--- src/rtl/xosera_bus_writer.sv ---
// Host-side write sequencer for the Xosera 8-bit register bus: queues 16-bit
// register writes and replays them as one or two timed byte cycles.
module xosera_bus_writer #(
    parameter int REG_W      = 4,
    parameter int DEPTH      = 8,
    parameter int SETUP_CYC  = 1,
    parameter int STROBE_CYC = 2,
    parameter int HOLD_CYC   = 1
) (
    input  logic                     clk,
    input  logic                     reset_n,
    // Write stream: a write is taken on a clock edge where wr_valid_i and
    // wr_ready_o are both high; the source holds its payload stable until then.
    input  logic                     wr_valid_i,
    output logic                     wr_ready_o,
    input  logic [REG_W-1:0]         wr_reg_i,
    input  logic [15:0]              wr_data_i,
    input  logic [1:0]               wr_mask_i,
    output logic                     bus_cs_n_o,
    output logic                     bus_rd_nwr_o,
    output logic [REG_W-1:0]         bus_reg_num_o,
    output logic                     bus_bytesel_o,
    output logic [7:0]               bus_data_o,
    output logic                     busy_o,
    output logic [$clog2(DEPTH):0]   level_o,
    output logic [1:0]               dbg_state
);
    localparam int AW      = $clog2(DEPTH);
    localparam int EW      = REG_W + 18;
    localparam int MAX_A   = (SETUP_CYC > STROBE_CYC) ? SETUP_CYC : STROBE_CYC;
    localparam int MAX_CYC = (MAX_A > HOLD_CYC) ? MAX_A : HOLD_CYC;
    localparam int CW      = $clog2(MAX_CYC + 1);
    localparam logic [CW-1:0] SETUP_LD  = CW'(SETUP_CYC - 1);
    localparam logic [CW-1:0] STROBE_LD = CW'(STROBE_CYC - 1);
    localparam logic [CW-1:0] HOLD_LD   = CW'(HOLD_CYC - 1);

    typedef enum logic [1:0] {IDLE, SETUP, STROBE, HOLD} state_t;

    logic [EW-1:0]    mem [DEPTH];
    logic [AW-1:0]    wr_ptr, rd_ptr;
    logic [AW:0]      level;
    logic             push, pop, empty, full;
    logic [EW-1:0]    head;

    state_t           state, state_d;
    logic [CW-1:0]    cnt, cnt_ld;
    logic             cnt_done, load_entry, next_low;
    logic [REG_W-1:0] cur_reg;
    logic [15:0]      cur_data;
    logic             cur_lo, cur_sel;

    assign full       = (level == (AW+1)'(DEPTH));
    assign empty      = (level == '0);
    assign wr_ready_o = !full;
    // A write with no byte enables is acknowledged but never queued.
    assign push       = wr_valid_i && !full && (wr_mask_i != 2'b00);
    assign head       = mem[rd_ptr];

    always_ff @(posedge clk) begin
        if (push) mem[wr_ptr] <= {wr_reg_i, wr_data_i, wr_mask_i};
    end

    always_ff @(posedge clk) begin
        if (!reset_n) begin
            wr_ptr <= '0;
            rd_ptr <= '0;
            level  <= '0;
        end else begin
            if (push) wr_ptr <= wr_ptr + 1'b1;
            if (pop)  rd_ptr <= rd_ptr + 1'b1;
            case ({push, pop})
                2'b10:   level <= level + 1'b1;
                2'b01:   level <= level - 1'b1;
                default: level <= level;
            endcase
        end
    end

    assign cnt_done = (cnt == '0);

    always_comb begin
        state_d    = state;
        pop        = 1'b0;
        load_entry = 1'b0;
        next_low   = 1'b0;
        case (state)
            IDLE: begin
                if (!empty) begin
                    pop        = 1'b1;
                    load_entry = 1'b1;
                    state_d    = SETUP;
                end
            end
            SETUP:  if (cnt_done) state_d = STROBE;
            STROBE: if (cnt_done) state_d = HOLD;
            HOLD: begin
                if (cnt_done) begin
                    if (!cur_sel && cur_lo) begin
                        next_low = 1'b1;
                        state_d  = SETUP;
                    end else if (!empty) begin
                        pop        = 1'b1;
                        load_entry = 1'b1;
                        state_d    = SETUP;
                    end else begin
                        state_d = IDLE;
                    end
                end
            end
            default: state_d = IDLE;
        endcase
    end

    always_comb begin
        cnt_ld = '0;
        case (state_d)
            SETUP:   cnt_ld = SETUP_LD;
            STROBE:  cnt_ld = STROBE_LD;
            HOLD:    cnt_ld = HOLD_LD;
            default: cnt_ld = '0;
        endcase
    end

    always_ff @(posedge clk) begin
        if (!reset_n) begin
            state <= IDLE;
            cnt   <= '0;
        end else begin
            state <= state_d;
            if (state_d != state) cnt <= cnt_ld;
            else if (!cnt_done)   cnt <= cnt - 1'b1;
        end
    end

    always_ff @(posedge clk) begin
        if (!reset_n) begin
            cur_reg  <= '0;
            cur_data <= '0;
            cur_lo   <= 1'b0;
            cur_sel  <= 1'b0;
        end else if (load_entry) begin
            cur_reg  <= head[EW-1 -: REG_W];
            cur_data <= head[17:2];
            cur_lo   <= head[0];
            cur_sel  <= !head[1];
        end else if (next_low) begin
            cur_sel  <= 1'b1;
        end
    end

    // Bus pins trail the FSM by one register stage; in IDLE the address and
    // data simply keep their last driven values.
    always_ff @(posedge clk) begin
        if (!reset_n) begin
            bus_cs_n_o    <= 1'b1;
            bus_reg_num_o <= '0;
            bus_bytesel_o <= 1'b0;
            bus_data_o    <= '0;
        end else begin
            bus_cs_n_o <= (state != STROBE);
            if (state != IDLE) begin
                bus_reg_num_o <= cur_reg;
                bus_bytesel_o <= cur_sel;
                bus_data_o    <= cur_sel ? cur_data[7:0] : cur_data[15:8];
            end
        end
    end

    assign bus_rd_nwr_o = 1'b0;
    assign busy_o       = (state != IDLE) || (level != '0);
    assign level_o      = level;
    assign dbg_state    = state;
endmodule

--- config.mk ---
export PLATFORM = sky130hd
export DESIGN_NAME = xosera_bus_writer
export DESIGN_NICKNAME = d
export VERILOG_FILES = /design/src/rtl/xosera_bus_writer.sv
export SDC_FILE = /design/constraint.sdc
export NUM_CORES = 1
export LEC_CHECK = 0
export CAP_MARGIN = 0
export CELL_PAD_IN_SITES_DETAIL_PLACEMENT = 1
export CELL_PAD_IN_SITES_GLOBAL_PLACEMENT = 2
export CORE_AREA = 2 2 111 193
export CTS_CLUSTER_SIZE = 16
export DETAILED_ROUTE_END_ITERATION = 6
export DIE_AREA = 0 0 113 195
export PLACE_DENSITY_LB_ADDON = 0.12
export SLEW_MARGIN = 20
export SYNTH_ARGS = -nofsm -noshare
export SYNTH_HDL_FRONTEND = slang
export SYNTH_SLANG_ARGS = --single-unit
--- constraint.sdc ---
create_clock -name clk -period 5.8 [get_ports clk]
set_input_delay 1.74 -clock clk [delete_from_list [all_inputs] [get_ports clk]]
set_output_delay 1.74 -clock clk [all_outputs]
set_load 0.005 [all_outputs]
==> results of run 1 <==
-- placed cells by master, fill, tap and decap left out, drive strengths merged, types with 2 or more instances in the layout --
cell type	instances
edfxtp	176
dfxtp	53
clkdlybuf4s50	46
mux4	44
nand2	41
mux2i	36
clkbuf	26
o211a	22
o21ai	14
and2	13
buf	13
nor2b	11
ha	11
nor2	8
nand2b	7
clkinv	7
nor3	6
a21oi	5
inv	5
xor2	5
bufinv	4
a21boi	3
xnor2	3
nand3	2
nand3b	2
o21bai	2
o221a	2
nor4	2
-- through the flow --
stage	area [um^2]	util
2_1_floorplan	9031	-
3_3_place_gp	9803	0.4811
3_5_place_dp	9803	0.4811
4_1_cts	10540	0.5174
5_1_grt	10560	0.5184
6_report	10560	0.5184
-- worst reg2reg max path: cells and delay by family (launching register included) --
family | cells | cell delay, ns
buffers and inverters | 2 | 0.63
DFF | 1 | 0.38
xor gates and xnor gates | 2 | 0.35
and+or+nand+nor | 2 | 0.50
AOI/OAI and AO/OA | 3 | 0.37
adders and majority gates | 3 | 1.36
-- cells in the mapped netlist (6+ instances only) --
cell type / instances / area, um^2
sky130_fd_sc_hd__o211a_1: 22 / 220.2
sky130_fd_sc_hd__o21ai_0: 14 / 70.07
sky130_fd_sc_hd__nor2b_1: 11 / 68.82
sky130_fd_sc_hd__mux2i_1: 36 / 360.4
sky130_fd_sc_hd__clkbuf_1: 14 / 52.55
sky130_fd_sc_hd__buf_2: 12 / 60.06
sky130_fd_sc_hd__nand2b_1: 7 / 43.79
sky130_fd_sc_hd__dfxtp_1: 53 / 1061
sky130_fd_sc_hd__nand2_1: 41 / 153.9
sky130_fd_sc_hd__nor3_1: 6 / 30.03
sky130_fd_sc_hd__and2_1: 13 / 81.33
sky130_fd_sc_hd__edfxtp_1: 176 / 5285
sky130_fd_sc_hd__mux4_2: 44 / 991.0
sky130_fd_sc_hd__nor2_1: 8 / 30.03
sky130_fd_sc_hd__ha_1: 11 / 137.6
-- worst min path at each step --
stage,start,endpoint,slack (ns),cells past startpoint
6_report,cur_data[11],cur_data[11],0.50,1
5_1_grt,cur_reg[3],cur_reg[3],0.52,1
4_1_cts,cur_data[11],cur_data[11],0.50,1
3_5_place_dp,cur_reg[3],cur_reg[3],0.49,1
3_3_place_gp,cur_data[4],cur_data[4],0.48,1
2_1_floorplan,cur_data[15],cur_data[15],0.47,1
-- layer usage --
metal	track usage	routed length, um
met1	0.2181	7309
met2	0.3114	9956
met3	0.02514	604
met4	0.05239	397
met5	0	0
-- logic make-up (layout without fill, tap and decap cells) --
logic type,count (synthesis),in the layout
AOI/OAI and AO/OA,55,55
xor gates and xnor gates,8,8
adders and majority gates,11,11
buffers and inverters,35,102
DFF,229,229
muxes,81,81
other,1,1
and+or+nand+nor,99,99
-- area by class of cell --
type	instances	area, um^2
flip-flops and latches	229	6350
inverters	5	18.77
clock buffers	26	586.8
well taps	248	310.3
clock inverters	12	152.6
repair buffers	59	570.5
fillers	1889	9812
multi-input cells	255	2574
-- power by group through the flow --
| stage | registers (uW) | logic [uW] | clock network, uW |
|---|---|---|---|
| floorplan | 2000 | 700 | 0 |
| global placement | 2050 | 936 | 0 |
| detailed placement | 2060 | 966 | 0 |
| CTS | 2030 | 971 | 1520 |
| global route | 2030 | 1090 | 1580 |
| finish | 2000 | 972 | 1470 |
==> flow_summary.html, run 1 <==
<table>
<tr><th>Metric</th><th>Value</th></tr>
<tr><th colspan="2">Critical path</th></tr>
<tr><td>Logic depth of the worst path, buffers included</td><td>4</td></tr>
<tr><td>Critical Path Slowest Stage Cell</td><td>sky130_fd_sc_hd__ha_1</td></tr>
<tr><td>Launching point of the worst reg2reg path</td><td>dbg_state[0]</td></tr>
<tr><td>Startpoint type of the worst setup path</td><td>flop</td></tr>
<tr><td>Data required time of the critical path</td><td>4.06 ns</td></tr>
<tr><td>Max Fanout on Critical Path</td><td>23</td></tr>
<tr><td>Arrival time of data at the critical path endpoint</td><td>2.52 ns</td></tr>
<tr><td>Worst setup path startpoint</td><td>dbg_state[0]</td></tr>
<tr><td>Worst path bufs/invs</td><td>2</td></tr>
<tr><td>Worst R2R Path Depth</td><td>12</td></tr>
<tr><td>Worst reg2reg path endpoint</td><td>level_o[2]</td></tr>
<tr><td>R2r setup slk</td><td>2.14 ns</td></tr>
<tr><td>Endpoint kind of the worst setup timing path</td><td>output port</td></tr>
<tr><td>Stage delay of the slowest cell on the critical path</td><td>0.84 ns</td></tr>
<tr><td>Worst path top cell family by delay</td><td>adder cells</td></tr>
<tr><td>Crit path cell chain</td><td>inv_1 &gt; ha_1 &gt; nand2_1 &gt; clkdlybuf4s50_1</td></tr>
<tr><td>Critical Path Sink</td><td>busy_o</td></tr>
<tr><td>Critical path class</td><td>reg -&gt; out</td></tr>
<tr><th colspan="2">Timing</th></tr>
<tr><td>Max frequency</td><td>234.8 MHz</td></tr>
<tr><td>Count of final max-slew check failures</td><td>0</td></tr>
<tr><td>Period Utilization, post-route</td><td>0.7342</td></tr>
<tr><td>Min Clock Period, post-route</td><td>4.259 ns</td></tr>
<tr><td>Min setup slack post-route</td><td>1.541 ns</td></tr>
<tr><td>Setup repair after global routing missed its margin</td><td>no</td></tr>
<tr><td>Worst hold margin</td><td>0.4971 ns</td></tr>
<tr><td>Slew of the pin with the lowest slew margin</td><td>0.9896 ns</td></tr>
<tr><td>Final hold viol count</td><td>0</td></tr>
<tr><td>Slew Limit Headroom</td><td>0.3402</td></tr>
<tr><td>Setup Skew</td><td>0.01222 ns</td></tr>
<tr><td>TNS Setup</td><td>0 ns</td></tr>
<tr><td>Count of endpoints failing setup in the final report</td><td>0</td></tr>
<tr><th colspan="2">Worst hold path</th></tr>
<tr><td>HP Class</td><td>reg -&gt; reg</td></tr>
<tr><th colspan="2">Power</th></tr>
<tr><td>Int Power</td><td>3273 uW</td></tr>
<tr><td>Power spent charging and discharging nets</td><td>1175 uW</td></tr>
<tr><td>Switching share of power</td><td>0.2641</td></tr>
<tr><td>Worst supply voltage drop on vdd</td><td>0.3085 mV</td></tr>
<tr><td>Relative contribution of combinational cells to total power</td><td>0.219</td></tr>
<tr><td>Power density cells</td><td>421.1 mW/mm^2</td></tr>
<tr><td>Sequential group share of total power</td><td>0.450</td></tr>
<tr><td>Final Total Pwr</td><td>4448 uW</td></tr>
<tr><td>Proportion of power drawn by the clock network</td><td>0.331</td></tr>
<tr><td>Static Leakage</td><td>0.003619 uW</td></tr>
<tr><th colspan="2">Cells and area</th></tr>
<tr><td>Max reg flops</td><td>176</td></tr>
<tr><td>Leading registers by flop count</td><td>mem (176), cur_data (16), bus_data_o (8)</td></tr>
<tr><td>Area growth from synthesis to layout</td><td>16.96%</td></tr>
<tr><td>Non-filler instance count after layout</td><td>834</td></tr>
<tr><td>Antenna diode instance count</td><td>0</td></tr>
<tr><td>Share of cells above drive strength 1</td><td>0.1741</td></tr>
<tr><td>Net count of the finished layout</td><td>608</td></tr>
<tr><td>Register with the most flip-flops</td><td>mem</td></tr>
<tr><th colspan="2">Floorplan</th></tr>
<tr><td>Initial standard-cell utilization of the core</td><td>0.4433</td></tr>
<tr><td>FP Rows</td><td>69</td></tr>
<tr><td>Overall die area</td><td>0.02204 mm^2</td></tr>
<tr><td>Placeable Area</td><td>0.02037 mm^2</td></tr>
<tr><td>Height of the chip</td><td>195 um</td></tr>
<tr><td>Number of primary I/O pins</td><td>48</td></tr>
<tr><td>Die outline width</td><td>113 um</td></tr>
<tr><th colspan="2">Clock network</th></tr>
<tr><td>Hold bufs inserted after CTS</td><td>0</td></tr>
<tr><td>Clock transition time at the flip-flop clock pins of the worst setup and hold paths</td><td>0.06 ns</td></tr>
<tr><td>TritonCTS clock tree</td><td>done</td></tr>
<tr><td>Number of post-CTS setup repair buffers</td><td>0</td></tr>
<tr><td>CTS-repair resized insts</td><td>0</td></tr>
<tr><td>Number of clock buffers inserted by TritonCTS</td><td>22</td></tr>
<tr><td>Total number of H-tree levels</td><td>1</td></tr>
<tr><td>CTS Sinks</td><td>229</td></tr>
<tr><td>Largest buffer count on any clock path</td><td>3</td></tr>
<tr><td>Later-pin clock latency in the skew report</td><td>0.50 ns</td></tr>
<tr><td>Clock Tree Root</td><td>sky130_fd_sc_hd__clkbuf_16</td></tr>
<tr><th colspan="2">Global route</th></tr>
<tr><td>Initial antenna violation count</td><td>0</td></tr>
<tr><td>Overflow after GRT</td><td>0</td></tr>
<tr><td>Via count of the first global-routing pass</td><td>5029</td></tr>
<tr><td>Gr usage total</td><td>0.1742</td></tr>
<tr><td>Largest net degree at the start of global routing</td><td>49</td></tr>
<tr><td>Global-route wire length before repair</td><td>29.33 mm</td></tr>
<tr><th colspan="2">Logic synthesis</th></tr>
<tr><td>Post-synthesis xor/xnor area fraction</td><td>0.007758</td></tr>
<tr><td>Count of mapped cells out of synthesis</td><td>519</td></tr>
<tr><td>Post-synthesis instance area</td><td>0.009031 mm^2</td></tr>
<tr><td>Share of synthesized cell area in and, or, nand and nor gates</td><td>0.05750</td></tr>
<tr><td>Async set-or-reset flop fraction in the synthesized netlist</td><td>0</td></tr>
<tr><td>Compound-Gate Fraction of Synth Area</td><td>0.04891</td></tr>
<tr><td>Yosys reg bits</td><td>229</td></tr>
<tr><td>Area share of fa/ha/maj cells after synthesis</td><td>0.01524</td></tr>
<tr><td>Mean post-synth cell area</td><td>17.40 um^2</td></tr>
<tr><td>Number of enable-type register cells in the synthesized netlist</td><td>176</td></tr>
<tr><td>Multiplexer share of the synthesized area</td><td>0.1509</td></tr>
<tr><td>Top FF cell, synth</td><td>sky130_fd_sc_hd__edfxtp_1</td></tr>
<tr><td>Yosys warns</td><td>0</td></tr>
<tr><td>Post-synthesis sequential area ratio</td><td>0.7027</td></tr>
<tr><td>Combinational family with the most area after synthesis</td><td>multiplexers</td></tr>
<tr><td>Distinct cell type count of the synthesized netlist</td><td>44</td></tr>
<tr><td>Total nets after synthesis</td><td>555</td></tr>
<tr><th colspan="2">Placement</th></tr>
<tr><td>Count of input and output buffers</td><td>46</td></tr>
<tr><td>Count of placed standard cells including taps</td><td>795</td></tr>
<tr><td>GPL Wtd Cong</td><td>0.7373</td></tr>
<tr><td>HPWL Detailed</td><td>11.29 mm</td></tr>
<tr><td>Setup slack after placement</td><td>1.077 ns</td></tr>
<tr><th colspan="2">Status</th></tr>
<tr><td>Violated checks</td><td>design-rule violations</td></tr>
<tr><td>Status</td><td>finished, violations left</td></tr>
<tr><th colspan="2">Route</th></tr>
<tr><td>Antenna violation net count after detailed routing</td><td>0</td></tr>
<tr><td>Residual DRC count</td><td>4</td></tr>
<tr><td>First-pass detailed-route iteration total</td><td>6</td></tr>
<tr><td>Via Count</td><td>4619</td></tr>
<tr><td>Count of routing violations after the opening detailed-route iteration</td><td>272</td></tr>
<tr><td>Total wirelength of the detailed-routed design</td><td>18.27 mm</td></tr>
<tr><td>Vias per Instance</td><td>5.538</td></tr>
<tr><td>Routed length per placed instance</td><td>21.90 um</td></tr>
<tr><th colspan="2">Run</th></tr>
<tr><td>Max-capacitance violation count</td><td>0</td></tr>
</table>
No activity file was read; power rests on OpenSTA's default activity.
==> run 2, diff against run 1 <==
==> constraint.sdc (replaced) <==
create_clock -name clk -period 4.4 [get_ports clk]
set_input_delay 1.32 -clock clk [delete_from_list [all_inputs] [get_ports clk]]
set_output_delay 1.32 -clock clk [all_outputs]
set_load 0.005 [all_outputs]
==> run 2 against run 1 <==
Effect of this change:
- the run still ends with design-rule violations left
- sequential share of layout area is 0.29 points higher
- clock skew is 0.0049 ns lower
- register-to-register slack lost 0.72 ns
- die area stayed put
- global-route usage grew 0.10 points
- sequential power is 33% higher
- sequential cell count did not move
- critical path type unchanged
==> flow_summary.html, run 2 (synthesis results as in run 1) <==
<table>
<tr><th>Metric</th><th>Value</th></tr>
<tr><th colspan="2">Floorplan</th></tr>
<tr><td>Number of primary I/O pins</td><td>48 (unchanged)</td></tr>
<tr><td>Placeable Area</td><td>0.02037 mm^2 (unchanged)</td></tr>
<tr><td>Initial standard-cell utilization of the core</td><td>0.4433 (unchanged)</td></tr>
<tr><td>FP Rows</td><td>69 (unchanged)</td></tr>
<tr><td>Overall die area</td><td>0.02204 mm^2 (unchanged)</td></tr>
<tr><td>Height of the chip</td><td>195 um (unchanged)</td></tr>
<tr><td>Die outline width</td><td>113 um (unchanged)</td></tr>
<tr><th colspan="2">Timing</th></tr>
<tr><td>Slew of the pin with the lowest slew margin</td><td>0.8493 ns (-0.1404 ns)</td></tr>
<tr><td>Count of final max-slew check failures</td><td>0 (unchanged)</td></tr>
<tr><td>TNS Setup</td><td>0 ns (unchanged)</td></tr>
<tr><td>Min setup slack post-route</td><td>0.7397 ns (-0.8018 ns)</td></tr>
<tr><td>Max frequency</td><td>273.2 MHz</td></tr>
<tr><td>Slew Limit Headroom</td><td>0.4338 (+0.09358)</td></tr>
<tr><td>Min Clock Period, post-route</td><td>3.660 ns</td></tr>
<tr><td>Final hold viol count</td><td>0 (unchanged)</td></tr>
<tr><td>Setup repair after global routing missed its margin</td><td>no</td></tr>
<tr><td>Count of endpoints failing setup in the final report</td><td>0 (unchanged)</td></tr>
<tr><td>Setup Skew</td><td>0.007325 ns (-0.004897 ns)</td></tr>
<tr><td>Period Utilization, post-route</td><td>0.8319</td></tr>
<tr><th colspan="2">Clock network</th></tr>
<tr><td>Number of post-CTS setup repair buffers</td><td>0 (unchanged)</td></tr>
<tr><td>Total number of H-tree levels</td><td>1 (unchanged)</td></tr>
<tr><td>Clock Tree Root</td><td>sky130_fd_sc_hd__clkbuf_16</td></tr>
<tr><td>Later-pin clock latency in the skew report</td><td>0.49 ns (about the same)</td></tr>
<tr><td>CTS Sinks</td><td>229 (unchanged)</td></tr>
<tr><td>Clock transition time at the flip-flop clock pins of the worst setup and hold paths</td><td>0.07 ns (about the same)</td></tr>
<tr><td>Hold bufs inserted after CTS</td><td>0 (unchanged)</td></tr>
<tr><td>Largest buffer count on any clock path</td><td>3 (unchanged)</td></tr>
<tr><td>TritonCTS clock tree</td><td>done</td></tr>
<tr><td>CTS-repair resized insts</td><td>0 (unchanged)</td></tr>
<tr><td>Number of clock buffers inserted by TritonCTS</td><td>22 (unchanged)</td></tr>
<tr><th colspan="2">Critical path</th></tr>
<tr><td>Data required time of the critical path</td><td>3.08 ns (-0.98 ns)</td></tr>
<tr><td>Startpoint type of the worst setup path</td><td>flop</td></tr>
<tr><td>Critical path class</td><td>reg -&gt; out</td></tr>
<tr><td>Endpoint kind of the worst setup timing path</td><td>output port</td></tr>
<tr><td>Worst path bufs/invs</td><td>3 (+1)</td></tr>
<tr><td>Arrival time of data at the critical path endpoint</td><td>2.34 ns (-0.18 ns)</td></tr>
<tr><td>Critical Path Slowest Stage Cell</td><td>sky130_fd_sc_hd__dfxtp_1</td></tr>
<tr><td>Max Fanout on Critical Path</td><td>19 (-17%)</td></tr>
<tr><td>Crit path cell chain</td><td>inv_1 &gt; ha_1 &gt; buf_4 &gt; nand2_1 &gt; clkdlybuf4s50_1</td></tr>
<tr><td>Logic depth of the worst path, buffers included</td><td>5 (+1)</td></tr>
<tr><td>Worst R2R Path Depth</td><td>11 (-1)</td></tr>
<tr><td>Stage delay of the slowest cell on the critical path</td><td>0.53 ns (-0.31 ns)</td></tr>
<tr><td>Worst path top cell family by delay</td><td>buffers and inverters</td></tr>
<tr><th colspan="2">Power</th></tr>
<tr><td>Proportion of power drawn by the clock network</td><td>0.310 (-0.021)</td></tr>
<tr><td>Worst supply voltage drop on vdd</td><td>0.3208 mV (+4.0%)</td></tr>
<tr><td>Final Total Pwr</td><td>5697 uW (+28%)</td></tr>
<tr><td>Int Power</td><td>4142 uW (+27%)</td></tr>
<tr><td>Power density cells</td><td>542.0 mW/mm^2 (+29%)</td></tr>
<tr><td>Sequential group share of total power</td><td>0.466 (+0.016)</td></tr>
<tr><td>Static Leakage</td><td>0.003599 uW (-0.55%)</td></tr>
<tr><td>Power spent charging and discharging nets</td><td>1555 uW (+32%)</td></tr>
<tr><td>Relative contribution of combinational cells to total power</td><td>0.224 (+0.005)</td></tr>
<tr><td>Switching share of power</td><td>0.2730 (+0.008929)</td></tr>
<tr><th colspan="2">Route</th></tr>
<tr><td>Residual DRC count</td><td>5 (+1)</td></tr>
<tr><td>Antenna violation net count after detailed routing</td><td>0 (unchanged)</td></tr>
<tr><td>Count of routing violations after the opening detailed-route iteration</td><td>252 (-7.4%)</td></tr>
<tr><td>First-pass detailed-route iteration total</td><td>6 (unchanged)</td></tr>
<tr><td>Total wirelength of the detailed-routed design</td><td>18.53 mm (+1.4%)</td></tr>
<tr><td>Routed length per placed instance</td><td>22.13 um (+1.0%)</td></tr>
<tr><td>Via Count</td><td>4622 (+0.065%)</td></tr>
<tr><td>Vias per Instance</td><td>5.522 (-0.29%)</td></tr>
<tr><th colspan="2">Placement</th></tr>
<tr><td>GPL Wtd Cong</td><td>0.8442 (+14%)</td></tr>
<tr><td>HPWL Detailed</td><td>11.89 mm (+5.3%)</td></tr>
<tr><td>Count of placed standard cells including taps</td><td>799 (+0.50%)</td></tr>
<tr><td>Count of input and output buffers</td><td>46 (unchanged)</td></tr>
<tr><td>Setup slack after placement</td><td>0.4101 ns (-0.6666 ns)</td></tr>
<tr><th colspan="2">Run</th></tr>
<tr><td>Max-capacitance violation count</td><td>0 (unchanged)</td></tr>
<tr><th colspan="2">Cells and area</th></tr>
<tr><td>Share of cells above drive strength 1</td><td>0.1817 (+0.007602)</td></tr>
<tr><td>Commonest non-fill, non-tap cells in the layout</td><td>sky130_fd_sc_hd__edfxtp_1, sky130_fd_sc_hd__dfxtp_1, sky130_fd_sc_hd__clkdlybuf4s50_1</td></tr>
<tr><td>Number of fillers in the final layout</td><td>1881 (-0.42%)</td></tr>
<tr><td>Antenna diode instance count</td><td>0 (unchanged)</td></tr>
<tr><td>Leading cell type in the layout, fill and taps excluded</td><td>sky130_fd_sc_hd__edfxtp_1</td></tr>
<tr><td>Net count of the finished layout</td><td>611 (+0.49%)</td></tr>
<tr><td>Non-filler instance count after layout</td><td>837 (+0.36%)</td></tr>
<tr><td>Register with the most flip-flops</td><td>mem</td></tr>
<tr><td>Area growth from synthesis to layout</td><td>16.39%</td></tr>
<tr><td>Leading registers by flop count</td><td>mem (176), cur_data (16), bus_data_o (8)</td></tr>
<tr><td>Max reg flops</td><td>176 (unchanged)</td></tr>
<tr><td>Share of the core filled with cells in the final layout</td><td>0.5159 (-0.002518)</td></tr>
<tr><th colspan="2">Status</th></tr>
<tr><td>Status</td><td>finished, violations left</td></tr>
<tr><td>Violated checks</td><td>design-rule violations</td></tr>
<tr><th colspan="2">Global route</th></tr>
<tr><td>Gr usage total</td><td>0.1752 (+0.0009986)</td></tr>
<tr><td>Initial antenna violation count</td><td>0 (unchanged)</td></tr>
<tr><td>Overflow after GRT</td><td>0 (unchanged)</td></tr>
<tr><td>Via count of the first global-routing pass</td><td>5184 (+3.1%)</td></tr>
<tr><td>Largest net degree at the start of global routing</td><td>48 (-2.0%)</td></tr>
<tr><td>Global-route wire length before repair</td><td>29.91 mm (+2.0%)</td></tr>
<tr><th colspan="2">Worst hold path</th></tr>
<tr><td>HP Class</td><td>reg -&gt; reg</td></tr>
<tr><td>Count of cells along the worst hold path</td><td>1 (unchanged)</td></tr>
</table>
## run 2: cell count changes in the layout (fill, tap and decap cells not counted), sizes merged
cell and change:
bufinv -3, clkinv +1, buf +3, clkinvlp +2
## run 2: layer usage
layer	up-vias	global-route usage	share of wire
li1	2138	-	-
met1	2387	0.2159	0.41
met2	74	0.3258	0.55
met3	23	0.02204	0.028
met4	0	0.03884	0.014
met5	-	0	0
## run 2: worst paths after layout
check	startpoint	to	slack [ns]
hold / removal	cur_data[2]	cur_data[2]	0.50
setup reg to reg	dbg_state[1]	level_o[3]	1.42
setup / recovery	dbg_state[1]	busy_o	0.74
hold reg to reg	cur_data[2]	cur_data[2]	0.50
## run 2: final cells by class
cell class	count	area [um^2]	share of cell area
tap	248	310.3	0.02952
timing repair buffer	62	580.6	0.05523
multi-input combinational	255	2582	0.2457
sequential	229	6350	0.6041
clock inverter	12	82.58	0.007856
clock buffer	26	586.8	0.05583
inverter	5	18.77	0.001786
## run 2: metrics by stage
stage	instance area, um^2	hold slack (ns)
detailed placement	9842	0.4890
finish	10510	0.4988
CTS	10510	0.5046
global placement	9842	0.4807
global route	10510	0.5164
floorplan	9037	0.4712
## run 2: power by group through the flow
stage / Sequential (uW) / Combinational (uW) / Clock, uW
5_1_grt: 2690 / 1420 / 1900
3_3_place_gp: 2690 / 1270 / 0
2_1_floorplan: 2640 / 923 / 0
6_report: 2660 / 1280 / 1760
3_5_place_dp: 2710 / 1310 / 0
4_1_cts: 2660 / 1320 / 1820
